### src/rtl/rv32i_types.sv
// rtl/rv32i_types.sv - shared RV32I pipeline types for the completion path
package rv32i_types;

  localparam int NUM_FU_DEFAULT = 4;

  typedef struct packed {
    logic        valid;
    logic [4:0]  rd;
    logic [31:0] data;
    logic [31:0] pc;
    logic [31:0] pc_wdata;
    logic [31:0] inst;
    logic [63:0] order;
    logic [4:0]  rs1_addr;
    logic [4:0]  rs2_addr;
    logic [31:0] rs1_rdata;
    logic [31:0] rs2_rdata;
    logic [31:0] mem_addr;
    logic [3:0]  mem_rmask;
    logic [3:0]  mem_wmask;
    logic [31:0] mem_rdata;
    logic [31:0] mem_wdata;
  } cdb_t;

endpackage

### src/rtl/cdb_fifo.sv
// rtl/cdb_fifo.sv - small synchronous FIFO holding completed results for one FU
// A push to a full FIFO is accepted only when the head pops in the same cycle.
module cdb_fifo
  import rv32i_types::*;
#(
  parameter int DEPTH = 2,
  localparam int PTR_W = (DEPTH > 1) ? $clog2(DEPTH) : 1,
  localparam int CNT_W = $clog2(DEPTH + 1)
) (
  input  logic             clk,
  input  logic             rst,
  input  logic             flush,
  input  logic             push,
  input  cdb_t             push_data,
  input  logic             pop,
  output cdb_t             head,
  output logic             empty,
  output logic             full,
  output logic [CNT_W-1:0] count
);

  cdb_t             mem [DEPTH];
  logic [PTR_W-1:0] wr_ptr;
  logic [PTR_W-1:0] rd_ptr;
  logic             do_push;
  logic             do_pop;

  function automatic logic [PTR_W-1:0] ptr_next(input logic [PTR_W-1:0] p);
    return (p == PTR_W'(DEPTH - 1)) ? '0 : p + 1'b1;
  endfunction

  assign empty   = (count == '0);
  assign full    = (count == CNT_W'(DEPTH));
  assign do_pop  = pop & ~empty & ~flush;
  assign do_push = push & ~flush & (~full | do_pop);
  assign head    = mem[rd_ptr];

  always_ff @(posedge clk) begin
    if (do_push) begin
      mem[wr_ptr] <= push_data;
    end
  end

  always_ff @(posedge clk) begin
    if (rst || flush) begin
      wr_ptr <= '0;
      rd_ptr <= '0;
      count  <= '0;
    end else begin
      if (do_push) begin
        wr_ptr <= ptr_next(wr_ptr);
      end
      if (do_pop) begin
        rd_ptr <= ptr_next(rd_ptr);
      end
      case ({do_push, do_pop})
        2'b10:   count <= count + 1'b1;
        2'b01:   count <= count - 1'b1;
        default: count <= count;
      endcase
    end
  end

endmodule

### src/rtl/fu_complete_arbiter.sv
// rtl/fu_complete_arbiter.sv - buffers FU completions and grants one per cycle onto the CDB
// Round-robin across per-FU FIFOs; slot_free keeps room for one in-flight result per FU.
module fu_complete_arbiter
  import rv32i_types::*;
#(
  parameter int NUM_FU = NUM_FU_DEFAULT,
  parameter int DEPTH  = 2,
  localparam int SRC_W = $clog2(NUM_FU),
  localparam int CNT_W = $clog2(DEPTH + 1)
) (
  input  logic              clk,
  input  logic              rst,
  input  logic              flush,
  input  logic [NUM_FU-1:0] fu_complete_valid,
  input  cdb_t              fu_complete_data [NUM_FU],
  output logic [NUM_FU-1:0] fu_slot_free,
  output logic              cdb_valid,
  output cdb_t              cdb_data,
  output logic [SRC_W-1:0]  cdb_src,
  output logic              overflow_err
);

  cdb_t              head [NUM_FU];
  logic [CNT_W-1:0]  count [NUM_FU];
  logic [NUM_FU-1:0] empty;
  logic [NUM_FU-1:0] full;
  logic [NUM_FU-1:0] push;
  logic [NUM_FU-1:0] pop;
  logic [NUM_FU-1:0] ovf;
  logic [SRC_W-1:0]  rr_ptr;
  logic [SRC_W-1:0]  grant_idx;
  logic [SRC_W-1:0]  rr_next;
  logic              grant_valid;
  int                scan_idx;

  for (genvar i = 0; i < NUM_FU; i++) begin : g_fu
    assign push[i] = fu_complete_valid[i] & ~flush;
    assign pop[i]  = grant_valid & (grant_idx == SRC_W'(i)) & ~flush;
    assign ovf[i]  = push[i] & full[i] & ~pop[i];
    assign fu_slot_free[i] =
      (int'(count[i]) + int'(fu_complete_valid[i])) <= (DEPTH - 2);

    cdb_fifo #(.DEPTH(DEPTH)) u_fifo (
      .clk       (clk),
      .rst       (rst),
      .flush     (flush),
      .push      (push[i]),
      .push_data (fu_complete_data[i]),
      .pop       (pop[i]),
      .head      (head[i]),
      .empty     (empty[i]),
      .full      (full[i]),
      .count     (count[i])
    );
  end

  // First non-empty FIFO at or after rr_ptr, wrapping.
  always_comb begin
    grant_valid = 1'b0;
    grant_idx   = '0;
    scan_idx    = 0;
    for (int k = 0; k < NUM_FU; k++) begin
      scan_idx = int'(rr_ptr) + k;
      if (scan_idx >= NUM_FU) begin
        scan_idx = scan_idx - NUM_FU;
      end
      if (!grant_valid && !empty[scan_idx]) begin
        grant_valid = 1'b1;
        grant_idx   = SRC_W'(scan_idx);
      end
    end
  end

  assign rr_next = (grant_idx == SRC_W'(NUM_FU - 1)) ? '0 : grant_idx + 1'b1;

  always_ff @(posedge clk) begin
    if (rst || flush) begin
      cdb_valid <= 1'b0;
      cdb_data  <= '0;
      cdb_src   <= '0;
      rr_ptr    <= '0;
    end else if (grant_valid) begin
      cdb_valid <= 1'b1;
      cdb_data  <= head[grant_idx];
      cdb_src   <= grant_idx;
      rr_ptr    <= rr_next;
    end else begin
      cdb_valid <= 1'b0;
      cdb_data  <= '0;
    end
  end

  always_ff @(posedge clk) begin
    if (rst) begin
      overflow_err <= 1'b0;
    end else if (|ovf) begin
      overflow_err <= 1'b1;
    end
  end

`ifndef SYNTHESIS
  always_ff @(posedge clk) begin
    if (!rst) begin
      for (int i = 0; i < NUM_FU; i++) begin
        assert (!ovf[i])
        else $warning("fu_complete_arbiter: result from FU %0d dropped at full buffer", i);
      end
    end
  end
`endif

endmodule

### config.mk
export PLATFORM = sky130hd
export DESIGN_NAME = fu_complete_arbiter
export DESIGN_NICKNAME = d
export VERILOG_FILES = /design/src/rtl/rv32i_types.sv /design/src/rtl/cdb_fifo.sv /design/src/rtl/fu_complete_arbiter.sv
export SDC_FILE = /design/constraint.sdc
export NUM_CORES = 2
export LEC_CHECK = 0
export ABC_AREA = 1
export CAP_MARGIN = 20
export CORE_AREA = 10 10 737 739
export CTS_CLUSTER_DIAMETER = 30
export DETAILED_ROUTE_END_ITERATION = 12
export DIE_AREA = 0 0 747 749
export GPL_TIMING_DRIVEN = 0
export RECOVER_POWER = 100
export SETUP_SLACK_MARGIN = 0.3
export SLEW_MARGIN = 15
export SYNTH_ARGS = -nofsm -noshare
export SYNTH_HDL_FRONTEND = slang
export SYNTH_SLANG_ARGS = --single-unit
### constraint.sdc
create_clock -name clk -period 20.3 [get_ports clk]
set_input_delay 4.06 -clock clk [delete_from_list [all_inputs] [get_ports clk]]
set_output_delay 4.06 -clock clk [all_outputs]
set_load 0.1 [all_outputs]
==> impl_metrics.env <==
export IMPL_run_status="complete, but fails checks"
export IMPL_violations="max-capacitance violations, max-slew violations"
export IMPL_critical_path_reg2reg_startpoint="g_fu[3].u_fifo.count[0]"
export IMPL_drt_initial_drc_count=9226
export IMPL_finalWorstSetupSlack_ps=6180
export IMPL_library_cell_appearing_most_often_on_the_critical_path="sky130_fd_sc_hd__clkbuf_1"
export IMPL_vias_per_cell=4.57
export IMPL_number_of_nets_in_the_finished_design=11800
export IMPL_cp_slowest_stage_delay_ps=3860
export IMPL_via_count=84800
export IMPL_layout_min_cycle_time_ps=14120
export IMPL_postSynthRegisterBits=3410
export IMPL_distinct_cell_type_count_of_the_synthesized_netlist=31
export IMPL_grt_util_overall=0.201
export IMPL_finished_layout_cells=18600
export IMPL_start_util=0.241
export IMPL_syn_nets=9014
export IMPL_number_of_setup_violations_in_the_final_report=0
export IMPL_critPathBufInv=5
export IMPL_worst_hold_path_type="flop to flop"
export IMPL_global_route_overflow_total=0
export IMPL_synth_edff_count=3008
export IMPL_drc=0
export IMPL_required_time_reported_for_the_critical_path_endpoint_ps=20790
export IMPL_place_gp_congestion=0.932
export IMPL_holdBufCountCts=0
export IMPL_first_global_vias=83500
export IMPL_netlist_area_sq_um=127000
export IMPL_postRouteAntennaNets=0
export IMPL_synth_async_reset_ratio=0
export IMPL_critical_path_top_delay_family="buffers and inverters"
export IMPL_grt_setup_unrepaired="false"
export IMPL_final_max_slew_viol_count=1627
export IMPL_core_area_sq_um=528000
export IMPL_slew_limit_headroom=-3.02
export IMPL_clk_latency_ps=1110
export IMPL_placement_cell_area_sq_um=159000
export IMPL_place_port_buffers=1894
export IMPL_finalSetupTns_ps=0
export IMPL_fp_dieW_um=747
export IMPL_io_pin_count=1895
export IMPL_timing_final_crit_share=0.696
export IMPL_hold_path_cell_count=1
export IMPL_ctsLongestPathBuffers=4
export IMPL_place_detailed_instances=16500
export IMPL_timing_rr_end="g_fu[2].u_fifo.mem[1][265]"
export IMPL_clkSlewWorstSetupHoldPaths_ps=40
export IMPL_power_density_nw_per_um2=178
export IMPL_crit_arrival_ps=14610
export IMPL_grt_pass1_wl_um=764000
export IMPL_hold_start="g_fu[1].u_fifo.rd_ptr"
export IMPL_peakVddDrop_mv=0.145
export IMPL_final_hold_violation_count=0
export IMPL_antenna_found_initial=779
export IMPL_setup_worst_path_class="primary input to flop"
export IMPL_share_of_cells_above_drive_strength_1=0.205
export IMPL_critical_path_startpoint_type="primary input"
export IMPL_dpl_worst_slack_ps=9580
export IMPL_static_leakage_power_nw=61.6
export IMPL_hold_path_endpoint="g_fu[1].u_fifo.rd_ptr"
export IMPL_fmaxAchievable_mhz=70.8
export IMPL_design_die_area_sq_um=560000
export IMPL_area_growth_synth_to_final_pct=45.7
export IMPL_sequential_cell_area_sq_um=98400
export IMPL_synth_area_per_cell_sq_um=17.0
export IMPL_multi_input_comb_area_sq_um=26500
export IMPL_detail_route_wirelength_um=595000
export IMPL_critPathMaxFanout=82
export IMPL_cts_root_buf="sky130_fd_sc_hd__clkbuf_16"
export IMPL_synthCells=7490
export IMPL_synth_yosys_seq_area_share=0.774
export IMPL_ys_flop_type="sky130_fd_sc_hd__edfxtp_1"
export IMPL_route_detailed_wl_per_inst_um=32.1
export IMPL_r2r_cells=17
export IMPL_kind_of_end_point_of_the_critical_path="flop"
export IMPL_postCtsResizedCells=0
export IMPL_clock_skew_ps=119
export IMPL_worst_pin_slew_ps=6030
export IMPL_iteration_count_of_the_initial_detailed_routing_pass=5
export IMPL_stdcell_area_sq_um=185000
export IMPL_cp_cell_sequence="dlygate4sd3_1 > inv_1 > nand4_1 > o21bai_1 > nand3_1 > clkinvlp_2 > clkbuf_1 > clkbuf_1"
export IMPL_tritoncts_num_sinks=3410
export IMPL_h_tree_level_count=6
export IMPL_crit_path_top_delay_cell="sky130_fd_sc_hd__clkbuf_1"
export IMPL_n_fill_cell=50100
export IMPL_die_h_um=749
export IMPL_inserted_clock_buffers=763
export IMPL_floorplan_rows=267
export IMPL_grt_max_degree=84
export IMPL_regToRegSetupSlack_ps=7850
export IMPL_post_dp_hpwl_um=467000
export IMPL_cts_tree="built"
export IMPL_cts_setup_buffers=0
export IMPL_drv_cap=61
export IMPL_fin_worst_hold_slack_ps=446
export IMPL_yosys_warnings=0
==> kinds of logic after synthesis <==
logic type,count (synthesis),synth area share
flops,3410,0.774
compound gates,1840,0.0734
mux,1504,0.126
buf+inv,489,0.0174
simple gates,231,0.00776
fa+ha+maj,13,0.00128
xor+xnor,3,0.000207
==> Yosys cell counts (all sizes together) (13+ instances only) <==
library cell | count | area, sq um
clkbuf | 305 | 1140
edfxtp | 3008 | 90300
ha | 13 | 163
mux2i | 791 | 7920
dfxtp | 402 | 8050
nor2 | 36 | 143
mux2 | 713 | 8030
a21oi | 1111 | 5670
nand3 | 55 | 290
nand2 | 126 | 475
buf | 157 | 961
inv | 27 | 104
o21ai | 725 | 3630
==> cell usage in the layout (no fill, tap or decap), types with 11 or more instances in the layout <==
cell type	count
sky130_fd_sc_hd__buf_6	35
sky130_fd_sc_hd__clkinv_16	34
sky130_fd_sc_hd__o21ai_0	422
sky130_fd_sc_hd__mux2_2	713
sky130_fd_sc_hd__nor2_1	34
sky130_fd_sc_hd__mux2i_1	791
sky130_fd_sc_hd__clkdlybuf4s50_1	11
sky130_fd_sc_hd__clkbuf_8	47
sky130_fd_sc_hd__ha_1	13
sky130_fd_sc_hd__a21oi_2	28
sky130_fd_sc_hd__clkinv_4	46
sky130_fd_sc_hd__clkinvlp_4	86
sky130_fd_sc_hd__nand2_1	125
sky130_fd_sc_hd__clkbuf_2	43
sky130_fd_sc_hd__nand3_1	52
sky130_fd_sc_hd__inv_6	40
sky130_fd_sc_hd__dlygate4sd3_1	1868
sky130_fd_sc_hd__buf_12	16
sky130_fd_sc_hd__bufinv_16	123
sky130_fd_sc_hd__buf_16	16
sky130_fd_sc_hd__clkinv_1	64
sky130_fd_sc_hd__clkbuf_1	490
sky130_fd_sc_hd__clkinv_2	123
sky130_fd_sc_hd__inv_1	21
sky130_fd_sc_hd__buf_1	38
sky130_fd_sc_hd__o21ai_1	295
sky130_fd_sc_hd__buf_2	81
sky130_fd_sc_hd__a21oi_1	1083
sky130_fd_sc_hd__diode_2	570
sky130_fd_sc_hd__dfxtp_1	402
sky130_fd_sc_hd__edfxtp_1	3008
sky130_fd_sc_hd__clkbuf_16	773
==> stage by stage <==
step | utilization | power, W
3_3_place_gp | 0.293 | 0.0204
4_1_cts | 0.353 | 0.0336
6_report | 0.351 | 0.0330
3_5_place_dp | 0.301 | 0.0206
2_1_floorplan | - | 0.0148
5_1_grt | 0.349 | 0.0341
==> report_power, final <==
part / switching, W / internal (W)
clock: 0.00419 / 0.00873
sequential: 0.000172 / 0.00821
combinational: 0.00911 / 0.00258
==> layout make-up <==
| type | count | share of cell area |
|---|---|---|
| Clock inverter | 525 | 0.0386 |
| Buffer | 462 | 0.0118 |
| Antenna cell | 570 | 0.00771 |
| Sequential cell | 3410 | 0.532 |
| Timing Repair Buffer | 2067 | 0.110 |
| Inverter | 27 | 0.000582 |
| Clock buffer | 909 | 0.110 |
| Multi-Input combinational cell | 3591 | 0.143 |
| Tap cell | 6994 | 0.0473 |
==> registers in the layout, indices dropped and copies added (netlist names), named ones only <==
signal              cells
g_fu.u_fifo.wr_ptr      4
g_fu.u_fifo.mem      3008
g_fu.u_fifo.count       8
cdb_data              376
g_fu.u_fifo.rd_ptr      4
cdb_valid               1
cdb_src                 2
overflow_err            1
rr_ptr                  2
==> worst register-to-register path: stages, from the launching register on <==
cell and delay, ps:
sky130_fd_sc_hd__dfxtp_1 360, sky130_fd_sc_hd__nor2_2 180, sky130_fd_sc_hd__nand2_1 130, sky130_fd_sc_hd__nand3_1 120, sky130_fd_sc_hd__nand2_1 110, sky130_fd_sc_hd__nor2_2 150, sky130_fd_sc_hd__nand3_2 140, sky130_fd_sc_hd__nand3_2 160
sky130_fd_sc_hd__buf_6 340, sky130_fd_sc_hd__buf_6 370, sky130_fd_sc_hd__buf_6 350, sky130_fd_sc_hd__nand3_1 250, sky130_fd_sc_hd__nand2_1 160, sky130_fd_sc_hd__nand3_1 110, sky130_fd_sc_hd__clkinvlp_2 180, sky130_fd_sc_hd__clkbuf_1 4170
sky130_fd_sc_hd__clkbuf_1 3950, sky130_fd_sc_hd__buf_16 530
==> metal layers <==
| layer | track usage | vias to the layer above | part of all wire |
|---|---|---|---|
| met2 | 0.331 | 4981 | 0.47 |
| met5 | 0 | - | 0.0028 |
| met1 | 0.235 | 42000 | 0.37 |
| li1 | - | 35800 | - |
| met4 | 0.0853 | 262 | 0.048 |
| met3 | 0.0767 | 1732 | 0.11 |
==> worst max path at each step <==
stage	startpoint	end	slack (ps)	cells past startpoint
2_1_floorplan	flush	g_fu[3].u_fifo.mem[0][0]	-750	5
3_3_place_gp	flush	g_fu[3].u_fifo.mem[0][354]	-19870	6
3_5_place_dp	fu_complete_valid[2]	fu_slot_free[2]	9580	5
4_1_cts	fu_complete_valid[2]	fu_slot_free[2]	9570	5
5_1_grt	flush	g_fu[1].u_fifo.mem[1][190]	5570	8
6_report	flush	g_fu[1].u_fifo.mem[1][224]	6180	8
(Power assumes the default switching activity.)
